<file path="src/rtl/seg7_scan_driver.sv">
// seg7_scan_driver: multiplexed 7-segment scan driver with frame-synchronous double-buffered display data
//   in : clk, rst_n (async, active low), load, value[4N] (nibble per digit), dp[N], blank[N]
//   out: busy (staged data pending), ack (commit pulse), frame_start (index wrapped to 0),
//        digit_idx[IW], an[N] (active low, one-hot-low), seg[7] {g..a} (active low), dp_n
module seg7_scan_driver #(
  parameter int NUM_DIGITS = 8,
  parameter int PRESCALE = 100000,
  parameter int GUARD = 4,
  localparam int IW = (NUM_DIGITS > 1) ? $clog2(NUM_DIGITS) : 1,
  localparam int CW = $clog2(PRESCALE)
) (
  input  logic                    clk,
  input  logic                    rst_n,
  input  logic                    load,
  input  logic [4*NUM_DIGITS-1:0] value,
  input  logic [NUM_DIGITS-1:0]   dp,
  input  logic [NUM_DIGITS-1:0]   blank,
  output logic                    busy,
  output logic                    ack,
  output logic                    frame_start,
  output logic [IW-1:0]           digit_idx,
  output logic [NUM_DIGITS-1:0]   an,
  output logic [6:0]              seg,
  output logic                    dp_n
);
  logic [CW-1:0] cnt_q, cnt_d;
  logic [IW-1:0] idx_q, idx_d;
  logic [4*NUM_DIGITS-1:0] stg_val_q, stg_val_d, act_val_q, act_val_d;
  logic [NUM_DIGITS-1:0] stg_dp_q, stg_dp_d, act_dp_q, act_dp_d;
  logic [NUM_DIGITS-1:0] stg_blank_q, stg_blank_d, act_blank_q, act_blank_d;
  logic busy_q, busy_d, ack_q, ack_d, fs_q, fs_d, dp_n_q, dp_n_d;
  logic [NUM_DIGITS-1:0] an_q, an_d;
  logic [6:0] seg_q, seg_d;
  logic tick, last, commit, accept;
  logic [3:0] nib;
  function automatic logic [6:0] hex_seg(input logic [3:0] h);
    case (h)
      4'h0: hex_seg = 7'h40;
      4'h1: hex_seg = 7'h79;
      4'h2: hex_seg = 7'h24;
      4'h3: hex_seg = 7'h30;
      4'h4: hex_seg = 7'h19;
      4'h5: hex_seg = 7'h12;
      4'h6: hex_seg = 7'h02;
      4'h7: hex_seg = 7'h78;
      4'h8: hex_seg = 7'h00;
      4'h9: hex_seg = 7'h10;
      4'hA: hex_seg = 7'h08;
      4'hB: hex_seg = 7'h03;
      4'hC: hex_seg = 7'h46;
      4'hD: hex_seg = 7'h21;
      4'hE: hex_seg = 7'h06;
      default: hex_seg = 7'h0E;
    endcase
  endfunction
  always_comb begin
    tick = cnt_q == CW'(PRESCALE - 1);
    last = idx_q == IW'(NUM_DIGITS - 1);
    // staged data only moves to the active set on the frame wrap, so a frame is never mixed
    commit = tick && last && busy_q;
    accept = load && !busy_q;
    cnt_d = tick ? '0 : cnt_q + 1'b1;
    idx_d = tick ? (last ? '0 : idx_q + 1'b1) : idx_q;
    fs_d = tick && last;
    ack_d = commit;
    busy_d = commit ? 1'b0 : (accept | busy_q);
    stg_val_d = accept ? value : stg_val_q;
    stg_dp_d = accept ? dp : stg_dp_q;
    stg_blank_d = accept ? blank : stg_blank_q;
    act_val_d = commit ? stg_val_q : act_val_q;
    act_dp_d = commit ? stg_dp_q : act_dp_q;
    act_blank_d = commit ? stg_blank_q : act_blank_q;
    nib = act_val_q[{idx_q, 2'b00} +: 4];
    // anodes stay off for the first GUARD cycles of each slot to hide segment transitions
    an_d = (cnt_q < CW'(GUARD) || act_blank_q[idx_q]) ? '1 : ~(NUM_DIGITS'(1) << idx_q);
    seg_d = hex_seg(nib);
    dp_n_d = ~act_dp_q[idx_q];
  end
  always_ff @(posedge clk or negedge rst_n) begin
    if (!rst_n) begin
      cnt_q <= '0;
      idx_q <= '0;
      stg_val_q <= '0;
      stg_dp_q <= '0;
      stg_blank_q <= '0;
      act_val_q <= '0;
      act_dp_q <= '0;
      act_blank_q <= '0;
      busy_q <= 1'b0;
      ack_q <= 1'b0;
      fs_q <= 1'b0;
      an_q <= '1;
      seg_q <= 7'h7F;
      dp_n_q <= 1'b1;
    end else begin
      cnt_q <= cnt_d;
      idx_q <= idx_d;
      stg_val_q <= stg_val_d;
      stg_dp_q <= stg_dp_d;
      stg_blank_q <= stg_blank_d;
      act_val_q <= act_val_d;
      act_dp_q <= act_dp_d;
      act_blank_q <= act_blank_d;
      busy_q <= busy_d;
      ack_q <= ack_d;
      fs_q <= fs_d;
      an_q <= an_d;
      seg_q <= seg_d;
      dp_n_q <= dp_n_d;
    end
  end
  assign busy = busy_q;
  assign ack = ack_q;
  assign frame_start = fs_q;
  assign digit_idx = idx_q;
  assign an = an_q;
  assign seg = seg_q;
  assign dp_n = dp_n_q;
endmodule

</file>
<file path="config.mk">
export PLATFORM = sky130hd
export DESIGN_NAME = seg7_scan_driver
export DESIGN_NICKNAME = d
export VERILOG_FILES = /design/src/rtl/seg7_scan_driver.sv
export SDC_FILE = /design/constraint.sdc
export NUM_CORES = 1
export LEC_CHECK = 0
export ABC_AREA = 1
export BUFFER_PORTS_ARGS = -buffer_cell sky130_fd_sc_hd__buf_2
export CORE_ASPECT_RATIO = 1.5
export CORE_UTILIZATION = 60
export CTS_BUF_LIST = sky130_fd_sc_hd__clkbuf_8
export DETAILED_ROUTE_END_ITERATION = 16
export PLACE_DENSITY = 0.84
export REMOVE_ABC_BUFFERS = 1
export SLEW_MARGIN = 20
export SYNTH_ARGS = -nofsm -noshare
export SYNTH_HDL_FRONTEND = slang
export SYNTH_SLANG_ARGS = --single-unit
</file>
<file path="constraint.sdc">
create_clock -name clk -period 2.5 [get_ports clk]
set_input_delay 0.125 -clock clk [delete_from_list [all_inputs] [get_ports clk]]
set_output_delay 0.125 -clock clk [all_outputs]
set_load 0.1 [all_outputs]
</file>
== Word-level counts from Yosys, hierarchy flattened ==
Memories as Yosys holds them, arrays and structs flattened. A register that Yosys moved wholly into a read port is not among the register bits.
Cells that the tools add are included.

* $add $sub $neg: 2
* $mul: 0
* Div/mod/pow operators: 0
* $lt $le $gt $ge: 2
* Equal/unequal tests: 2
* Shifts and indexed selects: 2
* Multiplexer cells: 8
* Bitwise operators: 3
* Reductions and logical operators: 6

{| class="wikitable"
|+ Operator list
! cell !! count
|-
| variable part select 32 x 6 -> 4 bit || 1
|-
| adder 17 x 1 -> 17 bit, second input constant || 1
|-
| equality test 17 bit, second input constant || 1
|-
| less-than comparator 17 x 3 -> 1 bit, second input constant || 1
|-
| 2-to-1 mux 17 bit || 1
|-
| 2-to-1 mux 8 bit || 1
|-
| NOT 8 bit || 1
|-
| << shifter 1 x 3 -> 8 bit, first input constant || 1
|-
| binary-select mux 1 bit (select 3 bit) || 2
|-
| less-than comparator 3 x 4 -> 1 bit, second input constant || 1
|-
| adder 3 x 1 -> 3 bit, second input constant || 1
|-
| equality test 3 bit, second input constant || 1
|-
| logical AND 1 bit || 3
|-
| 2-to-1 mux 1 bit || 3
|-
| 2-to-1 mux 3 bit || 1
|-
| logical NOT 1 bit || 2
|-
| logical OR 1 bit || 1
|-
| NOT 1 bit || 1
|-
| OR 1 bit || 1
|}

* Flip-flop bits (word level): 128
* Bits in latches: 0
* Bits in writable memories: 0
* ROM bits: 112
* Input bits: 51
* Word-level logic and storage cells: 39
* Memories kept: 1

{| class="wikitable"
|+ Memories
! name !! words !! bits a word !! rd ports !! clocked after memory_dff !! wr ports !! RTL line !! source
|-
| (no name shown) || 16 || 7 || 1 || 1 || 0 || 37 || <nowiki>case (h)</nowiki>
|}

== Depth between registers and ports, before layout ==
* Depth after elaboration: 4
* Gate-level depth with buffers: 12
* Gate-level depth less buffers: 11

== Least setup slack after synthesis ==
OpenSTA, ideal clock, no wires.

* Kind: flip-flop to flip-flop
* From: reg idx_q[0], in the netlist digit_idx[0]
* To: reg seg_q[3], in the netlist seg[3]
* Data arrival time: 2.393 ns
* Data required time: 2.440 ns
* Slack: 0.046 ns
* Stages on the path, launching flop included: 11
* Cells stage by stage: dfrtp_1 buf_2 buf_1 nand2_1 nand3_1 nand3_1 nand2_1 ha_1 nand3_1 nand3_1 nand2_1

* Word-level cells in the longest chain between the ends: 1

{| class="wikitable"
|+ Ends and longest elaborated chain
! what !! RTL line !! source
|-
| from (decl) || 27 || <nowiki>logic [IW-1:0] idx_q, idx_d;</nowiki>
|-
| from (signal assigned) || 97 || <nowiki>idx_q <= idx_d;</nowiki>
|-
| variable part select 32 x 6 -> 4 bit || 73 || <nowiki>nib = act_val_q[{idx_q, 2'b00} +: 4];</nowiki>
|-
| to (decl) || 33 || <nowiki>logic [6:0] seg_q, seg_d;</nowiki>
|}

No other way between the ends.
A chain may end at the register's enable or synchronous reset.

== Worst setup path after layout ==
* From: reg idx_q[2], in the netlist digit_idx[2]
* To: reg seg_q[5], in the netlist seg[5]

Same word-level chain as after synthesis.

==> results_dict.tcl <==
set metrics [dict create \
    outcome "complete, no violations" \
    viasPerCell 5.18 \
    routed-via-count 5745 \
    synth_seq_cells 135 \
    worstMarginPinSlew_ns 0.580 \
    end_kind "flip-flop" \
    synthTopCellsByArea "dfrtp_1, nand2_1, inv_1, dfstp_2, nand4_1" \
    fin_skew_ns 0.0122 \
    synthCells 843 \
    grt_usage 0.290 \
    ys_seq_area_frac 0.515 \
    r2r-end "seg[5]$_DFF_PN1_" \
    seqCellArea_mm2 0.00340 \
    cts_resized 0 \
    grt_max_degree 69 \
    grt_pass1_wl_um 25400 \
    synthDistinctLibCells 27 \
    cp.arrival_ns 2.62 \
    die_h_um 130 \
    period_minus_slack_ns 2.25 \
    holdWs_ns 0.208 \
    dieArea_mm2 0.0114 \
    ctsLongestPathBuffers 2 \
    cp.required_ns 2.87 \
    clkTransAtPathRegs_ns 0.08 \
    antenna_found_initial 0 \
    areaGrowthSynthToFinish_pct 21.7 \
    rsz0062_at_grt "false" \
    setup_violations 0 \
    cap_violations 0 \
    die_w_um 87.6 \
    antenna_left 0 \
    placedCellCount 1028 \
    numCtsBuffers 17 \
    p_leak_nw 4.66 \
    grt_pass1_vias 5639 \
    grt_overflow 0 \
    crit_type "flip-flop to flip-flop" \
    reg2reg_from "digit_idx[2]$_DFFE_PN0N_" \
    slew_violations 0 \
    ctsRootBufferMaster "clkbuf_8" \
    drive_gt1_frac 0.138 \
    drt-pass1-iter-count 5 \
    p_per_area_mw_per_mm2 555 \
    stdcell_area_mm2 0.00803 \
    hp-class "input pin to async pin" \
    yosysTopAreaCellShare 0.451 \
    syn_area_mm2 0.00660 \
    final_core_util 0.754 \
    place_congestion 0.852 \
    clock_latency_ns 0.44 \
    diodes 0 \
    multiInputGateArea_mm2 0.00235 \
    fin_crit_sh 0.899 \
    placed_area_mm2 0.00710 \
    synth_top_area_cell "dfrtp_1" \
    drcViolationCount 0 \
    nets 1017 \
    cts_tree "yes" \
    initialDrtViolationCount 355 \
    r2r_setup_slack_ns 0.25 \
    stdcell_count 1109 \
    wl_per_cell_um 13.8 \
    path_max_fanout 14 \
    pin_count 73 \
    hold_viol_final 0 \
    synth.avg_cell_area_um2 7.83 \
    start_util 0.620 \
    r2r_cells 9 \
    final_common_cell "nand2_1" \
    ys_warn_count 0 \
    fmax_mhz 445 \
    cp-start-kind "flip-flop" \
    port_buffers 72 \
    row_count 46 \
    coreArea_mm2 0.0106 \
    place_hpwl_um 9550 \
    slew_headroom 0.613 \
    cts_sinks 135 \
    vdd_ir_drop_max_v 0.000399 \
    final_cell_mix "nand2_1, inv_1, dfrtp_1" \
    htree_levels 4 \
    wl_um 15300 \
    fillCellCount 772 \
]
layer usage:
metal / up-vias / global-route usage / wire length (µm)
li1: 2829 / - / -
met1: 2671 / 0.329 / 5900
met2: 189 / 0.517 / 8200
met3: 56 / 0.0490 / 586
met4: 0 / 0.154 / 589
met5: - / 0 / 0
repair_timing:
item                                   CTS  global route
buffers inserted                         0             0
endpoints found under the hold margin   89             0
hold buffers                            50             0
worst max path at each step:
stage                             start                          to  depth (start not counted)
2_1_floorplan        cnt_q[0]$_DFF_PN0_  act_blank_q[0]$_DFFE_PN0P_                          9
3_5_place_dp   digit_idx[2]$_DFFE_PN0N_            seg[5]$_DFF_PN1_                          9
3_3_place_gp   digit_idx[2]$_DFFE_PN0N_            seg[3]$_DFF_PN1_                          9
4_1_cts        digit_idx[2]$_DFFE_PN0N_            seg[5]$_DFF_PN1_                          9
5_1_grt        digit_idx[2]$_DFFE_PN0N_            seg[3]$_DFF_PN1_                          9
6_report       digit_idx[2]$_DFFE_PN0N_            seg[5]$_DFF_PN1_                          9
final cells by class:
class	instances	area share
clock buffers	20	0.0343
clock inverters	11	0.0195
inverters	179	0.0837
multi-input cells	487	0.293
flip-flops and latches	135	0.423
well taps	144	0.0224
repair buffers	133	0.124
cells in the mapped netlist:
master / count
buf_4: 1
nand3b_1: 2
buf_6: 3
ha_1: 13
clkbuf_1: 22
dfrtp_1: 119
buf_1: 9
nor3_1: 4
xnor2_1: 1
nand4_1: 57
nand2_1: 185
nor4_1: 1
o211ai_1: 4
o21ai_0: 18
nand3_1: 53
a21oi_1: 62
a31oi_1: 1
inv_1: 179
xor2_1: 5
nor2_1: 76
nor2_4: 1
buf_2: 7
nand3_2: 1
nor2b_1: 1
dfstp_2: 16
nand2_2: 1
o21bai_1: 1
cells by family (layout without fill, tap and decap cells):
| logic type | Yosys count | count (layout) | synth area share |
|---|---|---|---|
| AND/OR/NAND/NOR | 382 | 382 | 0.254 |
| buffers and inverters | 221 | 343 | 0.131 |
| flip-flops | 135 | 135 | 0.515 |
| AO/OA/AOI/OAI | 86 | 86 | 0.0673 |
| adder cells (fa/ha/maj) | 13 | 13 | 0.0246 |
| XOR/XNOR | 6 | 6 | 0.00796 |
worst max-delay path, cell delays in order (launching register included):
cell and delay [ns]:
dfrtp_1 0.71, inv_1 0.40, nand3_1 0.19, nand2_1 0.17, inv_1 0.15, ha_1 0.18
nand3_1 0.15, nand2_1 0.12, nand2_1 0.05, nand2_1 0.07
power by group:
part           switching, mW  internal, mW  leakage, nW
logic                  0.120         0.114         2.82
clock network          0.803          1.15        0.224
registers             0.0189          2.25         1.62
registers in the layout (all words and copies together) (netlist names):
signal,cells
act_val_q,32
stg_val_q,32
cnt_q,17
act_blank_q,8
act_dp_q,8
an,8
stg_blank_q,8
stg_dp_q,8
seg,7
digit_idx,3
ack,1
busy,1
dp_n,1
frame_start,1
through the flow:
stage / power [mW] / TNS [ns] / setup WS (ns)
after floorplan: 2.37 / -147.12 / -1.64
after CTS: 4.47 / 0 / 0.291
after global placement: 2.47 / 0 / 0.397
after detailed placement: 2.48 / 0 / 0.322
final: 4.45 / 0 / 0.253
after global routing: 4.61 / 0 / 0.0985
No activity file was read; power rests on OpenSTA's default activity.
